--- src/rtl/conv_pkg.sv ---
// Shared definitions for the 1-D streaming convolution engine.
//   conv_state_t : row-sequencing FSM states
//   DEF_*        : default parameter values used by the engine and its datapath
//   sum_width()  : full-precision accumulator width for a K-tap signed dot product
package conv_pkg;

    typedef enum logic [1:0] {
        ST_IDLE  = 2'd0,
        ST_LOAD  = 2'd1,
        ST_DRAIN = 2'd2,
        ST_DONE  = 2'd3
    } conv_state_t;

    localparam int DEF_PIX_W = 8;
    localparam int DEF_W_W   = 8;
    localparam int DEF_N_PIX = 32;
    localparam int DEF_K     = 3;
    localparam int DEF_OUT_W = 18;

    // Product width plus enough growth bits to add K products without overflow.
    function automatic int sum_width(input int pix_w, input int w_w, input int k);
        return pix_w + w_w + $clog2(k);
    endfunction

endpackage

--- src/rtl/conv_dot_sat.sv ---
// Combinational K-tap signed dot product.
//   window  : K pixels, tap i at [i*PIX_W +: PIX_W] (tap 0 = oldest pixel)
//   kernel  : K weights, tap i at [i*W_W +: W_W]
//   relu_en : clamp negative results to zero
//   result  : full-precision sum saturated to the OUT_W signed range, then ReLU
module conv_dot_sat
    import conv_pkg::*;
#(
    parameter int PIX_W = DEF_PIX_W,
    parameter int W_W   = DEF_W_W,
    parameter int K     = DEF_K,
    parameter int OUT_W = DEF_OUT_W
) (
    input  logic [K*PIX_W-1:0] window,
    input  logic [K*W_W-1:0]   kernel,
    input  logic               relu_en,
    output logic [OUT_W-1:0]   result
);

    localparam int PROD_W = PIX_W + W_W;
    localparam int SUM_W  = sum_width(PIX_W, W_W, K);
    // One bit wider than both the sum and the output so that the saturation
    // limits and the sum compare correctly whichever of the two is wider.
    localparam int EXT_W  = ((SUM_W > OUT_W) ? SUM_W : OUT_W) + 1;

    localparam logic signed [EXT_W-1:0] SAT_MAX_C = {{(EXT_W-OUT_W+1){1'b0}}, {(OUT_W-1){1'b1}}};
    localparam logic signed [EXT_W-1:0] SAT_MIN_C = {{(EXT_W-OUT_W+1){1'b1}}, {(OUT_W-1){1'b0}}};

    logic signed [PROD_W-1:0] pix_ext_s;
    logic signed [PROD_W-1:0] w_ext_s;
    logic signed [PROD_W-1:0] prod_s;
    logic signed [SUM_W-1:0]  sum_s;
    logic signed [EXT_W-1:0]  ext_s;
    logic        [OUT_W-1:0]  sat_s;

    // Multiply-accumulate over all taps at full precision.
    always_comb begin
        pix_ext_s = '0;
        w_ext_s   = '0;
        prod_s    = '0;
        sum_s     = '0;
        for (int i = 0; i < K; i++) begin
            pix_ext_s = {{W_W{window[i*PIX_W+PIX_W-1]}}, window[i*PIX_W +: PIX_W]};
            w_ext_s   = {{PIX_W{kernel[i*W_W+W_W-1]}}, kernel[i*W_W +: W_W]};
            prod_s    = pix_ext_s * w_ext_s;
            sum_s     = sum_s + {{(SUM_W-PROD_W){prod_s[PROD_W-1]}}, prod_s};
        end
    end

    // Saturate to the output range, then apply the optional ReLU clamp.
    always_comb begin
        ext_s = {{(EXT_W-SUM_W){sum_s[SUM_W-1]}}, sum_s};
        if (ext_s > SAT_MAX_C) begin
            sat_s = {1'b0, {(OUT_W-1){1'b1}}};
        end else if (ext_s < SAT_MIN_C) begin
            sat_s = {1'b1, {(OUT_W-1){1'b0}}};
        end else begin
            sat_s = ext_s[OUT_W-1:0];
        end
        if (relu_en && sat_s[OUT_W-1]) begin
            result = '0;
        end else begin
            result = sat_s;
        end
    end

endmodule

--- src/rtl/conv1d_stream_engine.sv ---
// Streaming 1-D convolution over one row of N_PIX signed pixels with a K-tap kernel.
// A row begins with start in IDLE (kernel and relu_en latched), pixels stream in
// through a valid/ready handshake, and N_PIX-K+1 results stream out through a
// valid/ready handshake with out_last on the final one; done pulses once after it.
//   clk, rst_n            : clock, asynchronous active-low reset
//   start                 : begin a row (honoured in IDLE only)
//   kernel_in, relu_en    : row configuration, latched on accepted start
//   in_valid/in_ready/in_data    : pixel input stream
//   out_valid/out_ready/out_data : result output stream, out_last marks final result
//   busy                  : row in progress (LOAD or DRAIN)
//   done                  : one-cycle pulse after the final result is consumed
module conv1d_stream_engine
    import conv_pkg::*;
#(
    parameter int PIX_W = DEF_PIX_W,
    parameter int W_W   = DEF_W_W,
    parameter int N_PIX = DEF_N_PIX,
    parameter int K     = DEF_K,
    parameter int OUT_W = DEF_OUT_W
) (
    input  logic               clk,
    input  logic               rst_n,
    input  logic               start,
    input  logic [K*W_W-1:0]   kernel_in,
    input  logic               relu_en,
    input  logic               in_valid,
    output logic               in_ready,
    input  logic [PIX_W-1:0]   in_data,
    output logic               out_valid,
    input  logic               out_ready,
    output logic [OUT_W-1:0]   out_data,
    output logic               out_last,
    output logic               busy,
    output logic               done
);

    localparam int CNT_W = $clog2(N_PIX + 1);

    conv_state_t          state_r;
    conv_state_t          state_nxt_s;
    logic [CNT_W-1:0]     pix_cnt_r;
    logic [K*PIX_W-1:0]   window_r;
    logic [K*PIX_W-1:0]   window_nxt_s;
    logic [K*W_W-1:0]     kernel_r;
    logic                 relu_r;
    logic                 out_valid_r;
    logic [OUT_W-1:0]     out_data_r;
    logic                 out_last_r;
    logic                 busy_r;
    logic                 done_r;
    logic [OUT_W-1:0]     dot_s;
    logic                 start_acc_s;
    logic                 in_fire_s;
    logic                 out_fire_s;
    logic                 emit_s;
    logic                 last_pix_s;

    // A new pixel may only enter when the output slot is free or being drained
    // this cycle, so the registered result is never overwritten.
    assign in_ready     = (state_r == ST_LOAD) && (pix_cnt_r < CNT_W'(N_PIX))
                          && (!out_valid_r || out_ready);
    assign in_fire_s    = in_valid && in_ready;
    assign out_fire_s   = out_valid_r && out_ready;
    assign start_acc_s  = (state_r == ST_IDLE) && start;
    // The first K-1 pixels only fill the window.
    assign emit_s       = in_fire_s && (pix_cnt_r >= CNT_W'(K - 1));
    assign last_pix_s   = in_fire_s && (pix_cnt_r == CNT_W'(N_PIX - 1));
    // Shift toward tap 0 (oldest); the accepted pixel lands in tap K-1.
    assign window_nxt_s = {in_data, window_r[K*PIX_W-1:PIX_W]};

    assign out_valid = out_valid_r;
    assign out_data  = out_data_r;
    assign out_last  = out_last_r;
    assign busy      = busy_r;
    assign done      = done_r;

    conv_dot_sat #(
        .PIX_W (PIX_W),
        .W_W   (W_W),
        .K     (K),
        .OUT_W (OUT_W)
    ) u_dot (
        .window  (window_nxt_s),
        .kernel  (kernel_r),
        .relu_en (relu_r),
        .result  (dot_s)
    );

    // Next-state logic for row sequencing.
    always_comb begin
        state_nxt_s = state_r;
        case (state_r)
            ST_IDLE: begin
                if (start) begin
                    state_nxt_s = ST_LOAD;
                end else begin
                    state_nxt_s = ST_IDLE;
                end
            end
            ST_LOAD: begin
                if (last_pix_s) begin
                    state_nxt_s = ST_DRAIN;
                end else begin
                    state_nxt_s = ST_LOAD;
                end
            end
            ST_DRAIN: begin
                if (out_fire_s && out_last_r) begin
                    state_nxt_s = ST_DONE;
                end else begin
                    state_nxt_s = ST_DRAIN;
                end
            end
            ST_DONE: begin
                state_nxt_s = ST_IDLE;
            end
            default: begin
                state_nxt_s = ST_IDLE;
            end
        endcase
    end

    // State register plus busy/done status decoded from the next state.
    always_ff @(posedge clk or negedge rst_n) begin
        if (!rst_n) begin
            state_r <= ST_IDLE;
            busy_r  <= 1'b0;
            done_r  <= 1'b0;
        end else begin
            state_r <= state_nxt_s;
            busy_r  <= (state_nxt_s == ST_LOAD) || (state_nxt_s == ST_DRAIN);
            done_r  <= (state_nxt_s == ST_DONE);
        end
    end

    // Row configuration latch, pixel counter and pixel window.
    always_ff @(posedge clk or negedge rst_n) begin
        if (!rst_n) begin
            kernel_r  <= '0;
            relu_r    <= 1'b0;
            pix_cnt_r <= '0;
            window_r  <= '0;
        end else if (start_acc_s) begin
            kernel_r  <= kernel_in;
            relu_r    <= relu_en;
            pix_cnt_r <= '0;
            window_r  <= '0;
        end else if (in_fire_s) begin
            pix_cnt_r <= pix_cnt_r + CNT_W'(1);
            window_r  <= window_nxt_s;
        end
    end

    // Output holding register: loads a result one cycle after its last pixel,
    // holds it under backpressure and empties when consumed.
    always_ff @(posedge clk or negedge rst_n) begin
        if (!rst_n) begin
            out_valid_r <= 1'b0;
            out_data_r  <= '0;
            out_last_r  <= 1'b0;
        end else if (emit_s) begin
            out_valid_r <= 1'b1;
            out_data_r  <= dot_s;
            out_last_r  <= last_pix_s;
        end else if (out_fire_s) begin
            out_valid_r <= 1'b0;
            out_last_r  <= 1'b0;
        end
    end

endmodule

--- config.mk ---
export PLATFORM = sky130hd
export DESIGN_NAME = conv1d_stream_engine
export DESIGN_NICKNAME = d
export VERILOG_FILES = /design/src/rtl/conv_pkg.sv /design/src/rtl/conv_dot_sat.sv /design/src/rtl/conv1d_stream_engine.sv
export SDC_FILE = /design/constraint.sdc
export NUM_CORES = 1
export LEC_CHECK = 0
export BUFFER_PORTS_ARGS = -buffer_cell sky130_fd_sc_hd__clkbuf_2
export CORE_MARGIN = 2
export CORE_UTILIZATION = 35
export CTS_BUF_LIST = sky130_fd_sc_hd__clkbuf_8
export DETAILED_ROUTE_END_ITERATION = 16
export PLACE_DENSITY = 0.51
export SLEW_MARGIN = 20
export SYNTH_ARGS = -nofsm -noshare
export SYNTH_HDL_FRONTEND = slang
export SYNTH_SLANG_ARGS = --single-unit
--- constraint.sdc ---
create_clock -name clk -period 7.4 [get_ports clk]
set_clock_uncertainty 0.15 [all_clocks]
set_input_delay 0 -clock clk [delete_from_list [all_inputs] [get_ports clk]]
set_output_delay 0 -clock clk [all_outputs]
set_load 0.1 [all_outputs]
==> impl_metrics.ini <==
[grt]
antenna_found_initial = 0
grt_first_pass_wirelength_um = 44200
grt-ovfl-total = 0
grt_pass1_vias = 7998
gr-usage-all-layers = 0.175
grt_max_degree = 72

[critical_path]
crit_family = adder cells
crit_slowest_cell = dfrtp_1
rr_worst_depth = 17
path_class = reg -> reg
cp_common_cell = fa_1
r2r-start = window_r[23]
critPathCaptureType = flop
cp_num_buf_inv = 2
reg2reg_to = out_data[1]
crit_chain = and2_1 -> fa_1 -> fa_1 -> fa_1 -> fa_1 -> fa_1 -> fa_1 -> inv_1 -> fa_1 -> inv_1 -> ha_1 -> or4_4 -> o21ai_2 -> a31oi_1 -> xnor2_1 -> a21oi_4 -> a22o_1
cp-start-kind = flop
crit_fanout = 17
worstPathRequired_ps = 7570
cp.arrival_ps = 7030
r2r_slack_ps = 540
slowest_delay_ps = 570

[detailed_routing]
drcViolationCount = 0
wl_per_cell_um = 16.2
drt_iter0_drc = 454
drt_wl_total_um = 26100
vias = 7377
dr.pass1.iters = 5
vias_per_cell = 4.59
ant_nets = 0

[cts]
clk_pin_slew_ps = 100
clockBufferDepth = 2
root_buffer = clkbuf_8
clock_latency_ps = 400
cts_made_buffers = 9
cts.sinks = 71
htree_num_levels = 3
cts_tree = built

[cells_and_area]
n_antenna_cell = 0
fillers = 3116
multi_input_area_um2 = 7950
area_delta_synth_final_pct = 11.5
layout.nets = 1554
drive_above_1_share = 0.0751
regArea_um2 = 1780

[yosys]
synth_top_area_frac = 0.430
ys_seq_area_frac = 0.163
synth_edf_count = 0
yosys.area_share.adder = 0.516
synth_mux_area_frac = 0.000918
synth_cell_types = 36
synth_most_common_cell = inv_1
ys_seq_elements = 71
yosys.area.top_type = fa_1
syn_area_um2 = 10900
syn_nets = 1482
async_flop_share = 1.00
synthSimpleGateAreaFrac = 0.145
ys_top_cells_by_count = inv_1, fa_1, nand2_1
synth_top_family_by_area = adder cells
syn_inst = 1135
synth_flop_cell = dfrtp_1
netlist_top_cells_area = fa_1, dfrtp_1, inv_1
synthXorXnorAreaFrac = 0.0233
synth_warnings = 0
synth_compound_area_frac = 0.0429
synth_area_per_cell_um2 = 9.60

[floorplanning]
io_pins = 61
initial_core_util = 0.356
dieWidth_um = 180
rows = 64
die_h_um = 180
core_area_um2 = 30600
die_area_um2 = 32600

[run]
cap_viol_max_count = 0

[placed_design]
dp_hpwl_um = 21500
routabilityCongestion = 0.797
portBuffers = 60

[timing]
slew_headroom = 0.461
rsz0062_at_grt = no
maxSlewViolCount = 0
finalCriticalPeriod_ps = 6860
period_share = 0.926
hold_violations = 0
final-setup-viol-count = 0
worst_pin_slew_ps = 809
tns_ps = 0
fmax_ghz = 0.146

[status]
status = complete, no violations

[worst_hold_path]
hp-class = in -> async
placed cells by master, fill, tap and decap left out, drive strengths merged, types with 3 or more instances in the layout:
cell | synthesis | layout
a31oi | 5 | 5
clkbuf | 42 | 68
nor2 | 36 | 36
clkinv | 3 | 5
fa | 234 | 234
nand3 | 3 | 3
inv | 266 | 269
dfrtp | 71 | 71
and2 | 99 | 99
a21o | 3 | 3
a21oi | 9 | 9
o21ai | 30 | 30
xor2 | 9 | 9
nand2 | 181 | 181
a22o | 18 | 18
ha | 75 | 75
a211oi | 4 | 4
nand2b | 8 | 8
xnor2 | 20 | 20
dlygate4sd3 | 0 | 36
or4 | 3 | 3
buf | 3 | 11
through the flow:
step	utilization	instance area [um2]	hold slack, ps	setup WS (ps)	cells
2_1_floorplan	-	10900	-446	971	1135
3_3_place_gp	0.379	11600	42.3	432	1556
3_5_place_dp	0.379	11600	45.7	353	1556
4_1_cts	0.397	12100	135	309	1608
5_1_grt	0.397	12100	116	129	1608
6_report	0.397	12100	67.3	545	1608
state kept, by name, summed over array words and instances (netlist names):
register,cells
kernel_r,24
window_r,16
out_valid,1
out_data,18
busy,1
done,1
out_last,1
state_r,2
relu_r,1
pix_cnt_r,6
cell type report:
type	count	share of cell area
Tap cell	396	0.0408
Timing Repair Buffer	106	0.0611
Clock buffer	9	0.0102
Multi-Input combinational cell	750	0.654
Clock inverter	7	0.00453
Inverter	269	0.0831
Sequential cell	71	0.146
what timing repair did:
| action | CTS | global route |
|---|---|---|
| setup endpoints to repair | 0 | 17 |
| setup buffers | 0 | 0 |
| hold buffers | 36 | 0 |
| resized for setup | 0 | 1 |
| endpoints found under the hold margin | 109 | 0 |
per-layer routing:
metal	GRT usage	routed length (um)	up-vias
li1	-	-	3456
met1	0.242	11600	3792
met2	0.299	13300	110
met3	0.0172	676	19
met4	0.0423	435	0
met5	0	0	-
how the worst max path moves through the flow:
stage	startpoint	to	slack, ps	cells past startpoint
2_1_floorplan	window_r[23]	out_data[10]	970	21
3_3_place_gp	window_r[23]	out_data[4]	430	17
3_5_place_dp	window_r[23]	out_data[16]	350	17
4_1_cts	window_r[23]	out_data[1]	310	17
5_1_grt	kernel_r[16]	out_data[0]	130	22
6_report	window_r[23]	out_data[1]	540	17
logic make-up (layout without fill, tap and decap cells):
logic type      count (synthesis)  in the layout
compound gates                 72             72
xor+xnor                       29             29
fa+ha+maj                     309            309
buf+inv                       314            391
flops                          71             71
mux                             1              1
simple gates                  339            339
Power is not shown: default switching activity piles up to over one toggle a cycle in this logic, so the estimate is an artifact.
